==> src/rtl/mux_scan_tdm_if.sv <==
`default_nettype none
// ============================================================================
// mux_scan_tdm_if : lane bank / consumer bus for the scanning TDM multiplexer
// Revision: 1.0
// ============================================================================
interface mux_scan_tdm_if #(
  parameter int NCH = 16,
  parameter int W   = 1
);
  localparam int SELW = $clog2(NCH);

  logic [NCH*W-1:0] in;
  logic             mode;
  logic [SELW-1:0]  sel;
  logic [NCH-1:0]   en_mask;
  logic             out_ready;
  logic             out_valid;
  logic [W-1:0]     out_data;
  logic [SELW-1:0]  out_ch;
  logic             frame_start;

  modport master (
    output in, mode, sel, en_mask, out_ready,
    input  out_valid, out_data, out_ch, frame_start
  );

  modport slave (
    input  in, mode, sel, en_mask, out_ready,
    output out_valid, out_data, out_ch, frame_start
  );
endinterface
`default_nettype wire

==> src/rtl/mux_scan_tdm.sv <==
`default_nettype none
// ============================================================================
// mux_scan_tdm : registered N:1 mux with manual select or round-robin scan
// Revision: 1.0
// ============================================================================
module mux_scan_tdm #(
  parameter int NCH = 16,
  parameter int W   = 1
) (
  input  wire logic     clk,
  input  wire logic     rst_n,
  mux_scan_tdm_if.slave bus
);
  localparam int SELW = $clog2(NCH);

  logic            r_valid;
  logic [W-1:0]    r_data;
  logic [SELW-1:0] r_ch;
  logic            r_frame;
  logic [SELW-1:0] r_ptr;
  logic            r_restart;

  logic            w_load;
  logic            w_any;
  logic            w_found_hi;
  logic [SELW-1:0] w_low;
  logic [SELW-1:0] w_hi;
  logic [SELW-1:0] w_scan_ch;
  logic [W-1:0]    w_man_data;
  logic [W-1:0]    w_scan_data;

  assign w_load = !r_valid || bus.out_ready;

  // Descending walk: the last hit is the lowest enabled index overall and
  // the lowest enabled index above the scan pointer.
  always_comb begin
    w_any      = 1'b0;
    w_found_hi = 1'b0;
    w_low      = '0;
    w_hi       = '0;
    for (int k = NCH - 1; k >= 0; k--) begin
      if (bus.en_mask[k]) begin
        w_any = 1'b1;
        w_low = SELW'(k);
        if (SELW'(k) > r_ptr) begin
          w_found_hi = 1'b1;
          w_hi       = SELW'(k);
        end
      end
    end
  end

  assign w_scan_ch = (r_restart || !w_found_hi) ? w_low : w_hi;

  // Out-of-range manual selects match no channel and read as zero.
  always_comb begin
    w_man_data  = '0;
    w_scan_data = '0;
    for (int k = 0; k < NCH; k++) begin
      if (bus.sel == SELW'(k)) w_man_data = bus.in[k*W +: W];
      if (w_scan_ch == SELW'(k)) w_scan_data = bus.in[k*W +: W];
    end
  end

  always_ff @(posedge clk or negedge rst_n) begin
    if (!rst_n) begin
      r_valid   <= 1'b0;
      r_data    <= '0;
      r_ch      <= '0;
      r_frame   <= 1'b0;
      r_ptr     <= SELW'(NCH - 1);
      r_restart <= 1'b1;
    end else if (w_load) begin
      if (!bus.mode) begin
        r_valid   <= 1'b1;
        r_data    <= w_man_data;
        r_ch      <= bus.sel;
        r_frame   <= 1'b0;
        r_restart <= 1'b1;
      end else if (!w_any) begin
        r_valid <= 1'b0;
      end else begin
        r_valid   <= 1'b1;
        r_data    <= w_scan_data;
        r_ch      <= w_scan_ch;
        r_ptr     <= w_scan_ch;
        r_frame   <= (w_scan_ch == w_low);
        r_restart <= 1'b0;
      end
    end
  end

  assign bus.out_valid   = r_valid;
  assign bus.out_data    = r_data;
  assign bus.out_ch      = r_ch;
  assign bus.frame_start = r_frame;
endmodule
`default_nettype wire

==> src/flat_wrapper.sv <==
// flat-port wrapper written by rule: the top's interface ports become plain ports
module mux_scan_tdm_flat 
#(
  parameter int NCH = 16,
  parameter int W   = 1
)
  (clk, rst_n, bus_in, bus_mode, bus_sel, bus_en_mask, bus_out_ready, bus_out_valid, bus_out_data, bus_out_ch, bus_frame_start);
  mux_scan_tdm_if #(.NCH(NCH), .W(W)) bus_i ();
  input  wire logic clk;
  input  wire logic rst_n;
  input wire logic [$bits(bus_i.in)-1:0] bus_in;
  input wire logic [$bits(bus_i.mode)-1:0] bus_mode;
  input wire logic [$bits(bus_i.sel)-1:0] bus_sel;
  input wire logic [$bits(bus_i.en_mask)-1:0] bus_en_mask;
  input wire logic [$bits(bus_i.out_ready)-1:0] bus_out_ready;
  output wire logic [$bits(bus_i.out_valid)-1:0] bus_out_valid;
  output wire logic [$bits(bus_i.out_data)-1:0] bus_out_data;
  output wire logic [$bits(bus_i.out_ch)-1:0] bus_out_ch;
  output wire logic [$bits(bus_i.frame_start)-1:0] bus_frame_start;
  assign bus_i.in = bus_in;
  assign bus_i.mode = bus_mode;
  assign bus_i.sel = bus_sel;
  assign bus_i.en_mask = bus_en_mask;
  assign bus_i.out_ready = bus_out_ready;
  assign bus_out_valid = bus_i.out_valid;
  assign bus_out_data = bus_i.out_data;
  assign bus_out_ch = bus_i.out_ch;
  assign bus_frame_start = bus_i.frame_start;
  mux_scan_tdm #(.NCH(NCH), .W(W)) u_core (.clk(clk), .rst_n(rst_n), .bus(bus_i));
endmodule
==> config.mk <==
export PLATFORM = sky130hd
export DESIGN_NAME = mux_scan_tdm_flat
export DESIGN_NICKNAME = d
export VERILOG_FILES = /design/src/rtl/mux_scan_tdm_if.sv /design/src/rtl/mux_scan_tdm.sv /design/src/flat_wrapper.sv
export SDC_FILE = /design/constraint.sdc
export NUM_CORES = 1
export LEC_CHECK = 0
export CAP_MARGIN = 10
export CORE_MARGIN = 2
export CORE_UTILIZATION = 30
export CTS_CLUSTER_SIZE = 25
export DETAILED_ROUTE_END_ITERATION = 7
export HOLD_SLACK_MARGIN = 0.12
export PLACE_DENSITY = 0.56
export SYNTH_ARGS = -nofsm -noshare
export SYNTH_HDL_FRONTEND = slang
export SYNTH_SLANG_ARGS = --single-unit
==> constraint.sdc <==
create_clock -name clk -period 3.33 [get_ports clk]
set_input_delay 0.666 -clock clk [delete_from_list [all_inputs] [get_ports clk]]
set_output_delay 0.666 -clock clk [all_outputs]
set_load 0.01 [all_outputs]
Word level (Yosys, flattened, before mapping)
Cells that the tools add are included.
Cells by class
  order comparisons: 16
  equality and inequality tests: 32
  multiplexer cells: 139
  reduce and logical (&&, ||, !) cells: 8
Operator list (count)
  4-bit 2-to-1 mux: 51
  1-bit 2-to-1 mux: 88
  4-bit equality test, second input constant: 16
  4-bit by 3-bit equality test with 1-bit output, second input constant: 8
  4-bit > comparator, first input constant: 8
  4-bit by 2-bit equality test with 1-bit output, second input constant: 4
  3-bit by 4-bit > comparator with 1-bit output, first input constant: 4
  4-bit by 1-bit equality test with 1-bit output, second input constant: 2
  1-bit by 4-bit > comparator with 1-bit output, first input constant: 2
  2-bit by 4-bit > comparator with 1-bit output, first input constant: 2
  4-bit logical NOT: 2
  4-bit equality test: 1
  3-bit AND reduction: 1
  1-bit logical NOT: 2
  1-bit logical OR: 2
  2-bit by 1-bit inequality test with 1-bit output, second input constant: 1
  2-bit AND reduction: 1
Storage, ports and cells
  output and inout port bits: 7
  input port bits: 40
  logic and storage cells: 201
  flip-flop bits (word level): 12

Logic depth before layout (Yosys ltp)
  word-level depth: 55
  depth in mapped cells: 11
  depth with buffers taken out: 9

Least setup slack after synthesis
OpenSTA, ideal clock, no wires.
  path type: input port to flip-flop
  start point: input bus_en_mask[5]
  end point: register u_core.r_data, in the netlist u_core.bus.out_data
  setup time: 0.125 ns
  path buffers: 0
  stages: 9
  arrival time: 2.438 ns
  setup slack: 0.767 ns
  required time: 3.205 ns
  cell sequence: o21ba_1 o21ai_1 a41oi_2 and2b_4 a31oi_4 a211oi_2 a311oi_1 o311a_1 a2bb2oi_2
On the way
  word-level cells in the longest chain between the ends: 33
  elaborated cells between the ends (all ways): 73
  those cells by class: 16 x eq/ne; 53 x mux; 4 x reduce/logical
RTL lines
  start: declaration: RTL line flat_wrapper.sv:14  | input wire logic [$bits(bus_i.en_mask)-1:0] bus_en_mask;
  1-bit 2-to-1 mux: RTL line mux_scan_tdm.sv:42  | if (bus.en_mask[k]) begin
  1-bit 2-to-1 mux: RTL line mux_scan_tdm.sv:45  | if (SELW'(k) > r_ptr) begin
  1-bit 2-to-1 mux: RTL line mux_scan_tdm.sv:42
  1-bit 2-to-1 mux: RTL line mux_scan_tdm.sv:45
  1-bit 2-to-1 mux: RTL line mux_scan_tdm.sv:42
  1-bit 2-to-1 mux: RTL line mux_scan_tdm.sv:45
  1-bit 2-to-1 mux: RTL line mux_scan_tdm.sv:42
  1-bit 2-to-1 mux: RTL line mux_scan_tdm.sv:45
  [2 not listed]
  1-bit 2-to-1 mux: RTL line mux_scan_tdm.sv:42
  1-bit logical NOT: RTL line mux_scan_tdm.sv:53  | assign w_scan_ch = (r_restart || !w_found_hi) ? w_low : w_hi;
  1-bit logical OR: RTL line mux_scan_tdm.sv:53
  4-bit 2-to-1 mux: RTL line mux_scan_tdm.sv:53
  4-bit logical NOT: RTL line mux_scan_tdm.sv:61  | if (w_scan_ch == SELW'(k)) w_scan_data = bus.in[k*W +: W];
  1-bit 2-to-1 mux (16 in series): RTL line mux_scan_tdm.sv:61
  1-bit 2-to-1 mux: RTL line mux_scan_tdm.sv:80  | end else if (!w_any) begin
  1-bit 2-to-1 mux: RTL line mux_scan_tdm.sv:74  | if (!bus.mode) begin
  end signal: assignment: RTL line mux_scan_tdm.sv:76  | r_data <= w_man_data;
  end signal: assignment: RTL line mux_scan_tdm.sv:84  | r_data <= w_scan_data;
  end: declaration: RTL line mux_scan_tdm.sv:17  | logic [W-1:0] r_data;
Several ways; a longest one is shown, not always the timed one. The select of a mux whose other input is x is not followed.
A chain may end at the register's enable or synchronous reset.

Worst setup path in the final report
  start point: input bus_en_mask[12]
  end point: register u_core.r_data, in the netlist u_core.bus.out_data
On the way
  word-level cells in the longest chain between the ends: 47
  elaborated cells between the ends (all ways): 115
  those cells by class: 16 x eq/ne; 95 x mux; 4 x reduce/logical
RTL lines (RTL line)
  1-bit 2-to-1 mux: mux_scan_tdm.sv:42
  1-bit 2-to-1 mux: mux_scan_tdm.sv:45
  1-bit 2-to-1 mux: mux_scan_tdm.sv:42
  1-bit 2-to-1 mux: mux_scan_tdm.sv:45
  1-bit 2-to-1 mux: mux_scan_tdm.sv:42
  1-bit 2-to-1 mux: mux_scan_tdm.sv:45
  1-bit 2-to-1 mux: mux_scan_tdm.sv:42
  1-bit 2-to-1 mux: mux_scan_tdm.sv:45
  [16 not listed]
  1-bit 2-to-1 mux: mux_scan_tdm.sv:42
  1-bit logical NOT: mux_scan_tdm.sv:53
  1-bit logical OR: mux_scan_tdm.sv:53
  4-bit 2-to-1 mux: mux_scan_tdm.sv:53
  4-bit logical NOT: mux_scan_tdm.sv:61
  1-bit 2-to-1 mux (16 in series): mux_scan_tdm.sv:61
  1-bit 2-to-1 mux: mux_scan_tdm.sv:80
  1-bit 2-to-1 mux: mux_scan_tdm.sv:74
Several ways; a longest one is shown, not always the timed one. The select of a mux whose other input is x is not followed.

==> impl_results.md <==
* Iter 0 DRT Violations at 134
* Initial core utilization at a little under a third
* Asr flop ratio synth at 100.0%
* Postcts setup bufs at 0
* Clock-pin slew on the worst setup and hold paths at 0.06 ns
* FF+latch count, synth at 12
* Crit Path Category: in -> reg
* YS warnings at 0
* Std-Cell Rows at 26
* Switching Share at 43.98%
* Period Utilization, post-route at between 80% and 90%
* Synth area leaders: dfrtp_1 11%, dfstp_2 8.1%, nand2_1 6.0%
* CTS max path bufs at 2
* Synth area leader: dfrtp_1
* Psw at between 0.0004 and 0.0005 W
* Antenna violations before repair at 0
* H-Tree Depth at 1
* Detail Route Antenna Nets at 0
* Mean post-synth cell area at 7.937 sq um
* Largest net degree at the start of global routing at 18
* Max Cap Viol at 0
* Die ar. at between 0.006 and 0.007 sq mm
* Crit path max fanout at 6
* Count leader, synth: nand2_1
* Library cells used by synthesis at 67
* Critical Path End Type: register
* VDD IR-drop max at ~0.29 mV
* Setup TNS at 0 ns
* Die width at around 77 microns
* First-pass GRT wire length at ~9 mm
* Slew headroom at 64.77%
* Total CTS buffers at 3
* CP Launch Type: input port
* Hold WS at between 0.4 and 0.5 ns
* Layout cells sized above 1 at about a fifth
* Vert. Die Dim at 77.47 microns
* Via count at 1895
* Final Setup Violations at 0
* Core area at 0.005172 sq mm
* Gr usage total at approximately 18%
* Clock power frac at 15.2%
* Sequential area share after synthesis at 18.93%
* Worst Path Required at roughly 3.5 ns
* Cell Area, Synth at between 0.0015 and 0.002 sq mm
* Hpwl dp at ~4.2 mm
* Final wirelength at roughly 5.3 mm
* Fin nets at between 300 and 400
* Commonest cells in the netlist: 26 x nand2_1, 17 x o21ai_0, 14 x nor2_1
* GR Layer Usage met1 at about a quarter
* Clock sinks at 12
* DR DRC count at 0
* Seq pwr share at between 20% and 30%
* Internal at around 0.00059 W
* Number of global-route vias before repair at 1868
* CP arrival at ~3.1 ns
* Flop2flop setup slack at 0.55 ns
* Synth Instances at just over 200
* ANT cells at 0
* Met2 usage at ~29%
* Slew Viols, Final at 0
* Final global-route overflow total at 0
* Synth Net Count at between 200 and 250
* Port bufs at 46
* Leak Pwr at 0.8523 nW
* Combinational cell fraction of total power at between 50% and 60%
* Worst min path class: reg -> reg
* PD cells at 461.4 mW/mm^2
* Post-CTS Hold Fix Bufs at 0
* RSZ-0062 raised after global routing: no
* Run status: finished, final reports clean
* Yosys top cell area share at between 10% and 20%
* Clock root cell: clkbuf_8
* Clock latency on the worst-skew pair at 0.24 ns
* Pre-antenna DRT Iters at 4
* Slew @ Worst Pin at about 0.53 ns
* DR WL/cell at between 15 and 20 microns
* Area grow syn2layout at 41.50%
* Final Hold Fails at 0
* Most used DFF post-synth: dfrtp_1
* Final clock skew at 0.002904 ns
* Post-synth EDFFs at 0
* CTS tree: built
* GR Layer Usage met3 at between 1 and 1.5%
* Fmax at approximately 0.33 GHz
* Gp weighted congestion at roughly 0.88
* DR vias/cell at 5.691
* Tmin final at 2.993 ns
* Layer with the highest usage: met2
* Number of gates resized after CTS at 0
* Top Ports at 47
==> cells in the final DEF (no fill, tap or decap), drive strengths merged, types with 6 or more instances in the layout <==
cell type | Yosys | final
inv | 6 | 6
buf | 5 | 16
nand2 | 27 | 27
o21ai | 21 | 21
nand3 | 9 | 9
clkdlybuf4s50 | 0 | 46
o22ai | 6 | 6
dfrtp | 7 | 7
a21oi | 11 | 11
nor2 | 17 | 17
==> per-stage QoR <==
stage                     setup WS (ns)  instance area, sq um  utilization (%)  power (W)  instances
final                            0.3370                  2291            44.29   0.001057        333
after global routing             0.1497                  2291            44.29   0.001140        333
after CTS                        0.3656                  2291            44.29   0.001052        333
after detailed placement         0.1196                  2236            43.23  0.0008836        329
after global placement           0.1395                  2236            43.23  0.0008929        329
after floorplan                  0.7671                  1619                -  0.0006737        204
==> layout make-up <==
type	instances	area (sq um)
repair buffers	62	580.6
well taps	70	87.58
inverters	6	22.52
flip-flops and latches	12	306.5
fillers	545	2882
clock buffers	4	55.05
multi-input cells	179	1239
==> layer usage <==
layer / part of all wire, % / up-vias
met4: 0.96 / 0
met3: 5.2 / 6
met5: 0 / -
li1: - / 930
met1: 48 / 902
met2: 46 / 57
==> sequential cells by signal, summed over array words and instances (netlist names) <==
signal / cells
u_core.r_restart: 1
u_core.bus.out_ch: 4
u_core.bus.out_data: 1
u_core.bus.out_valid: 1
u_core.r_ptr: 4
u_core.bus.frame_start: 1
==> critical path: stages <==
cell             delay, ns
clkdlybuf4s50_1       0.47
a21boi_0              0.27
o22ai_1               0.14
a41o_2                0.35
and2b_4               0.20
and3_4                0.20
nor2_2                0.24
a311oi_1              0.10
o311a_1               0.36
a2bb2oi_2             0.13
==> final timing paths <==
kind / endpoint / depth (start not counted) / startpoint
setup / recovery: u_core.bus.out_data / 10 / bus_en_mask[12]
hold reg to reg: u_core.bus.out_ch[2] / 2 / u_core.bus.out_ch[2]
max in group asynchronous: u_core.r_ptr[3] / 1 / rst_n
hold / removal: u_core.bus.out_ch[2] / 2 / u_core.bus.out_ch[2]
setup reg to reg: u_core.bus.out_data / 9 / u_core.r_ptr[2]
min in group asynchronous: u_core.bus.out_ch[2] / 1 / rst_n
==> cell families (layout without fill, tap and decap cells) <==
group / count (synthesis) / in the layout / share of synthesized area [%]
flops: 12 / 12 / 18.93
mux: 8 / 8 / 8.115
buf+inv: 13 / 72 / 4.559
simple gates: 81 / 81 / 26.12
compound gates: 90 / 90 / 42.27
==> power groups by stage <==
| stage | sequential, W | clock, W | combinational [W] |
|---|---|---|---|
| floorplan | 0.000226 | 0 | 0.000448 |
| global placement | 0.000279 | 0 | 0.000614 |
| detailed placement | 0.000273 | 0 | 0.000611 |
| CTS | 0.000273 | 0.000162 | 0.000617 |
| global route | 0.000283 | 0.000169 | 0.000688 |
| finish | 0.000275 | 0.000161 | 0.000622 |
Power figures use the tool's default switching activity.
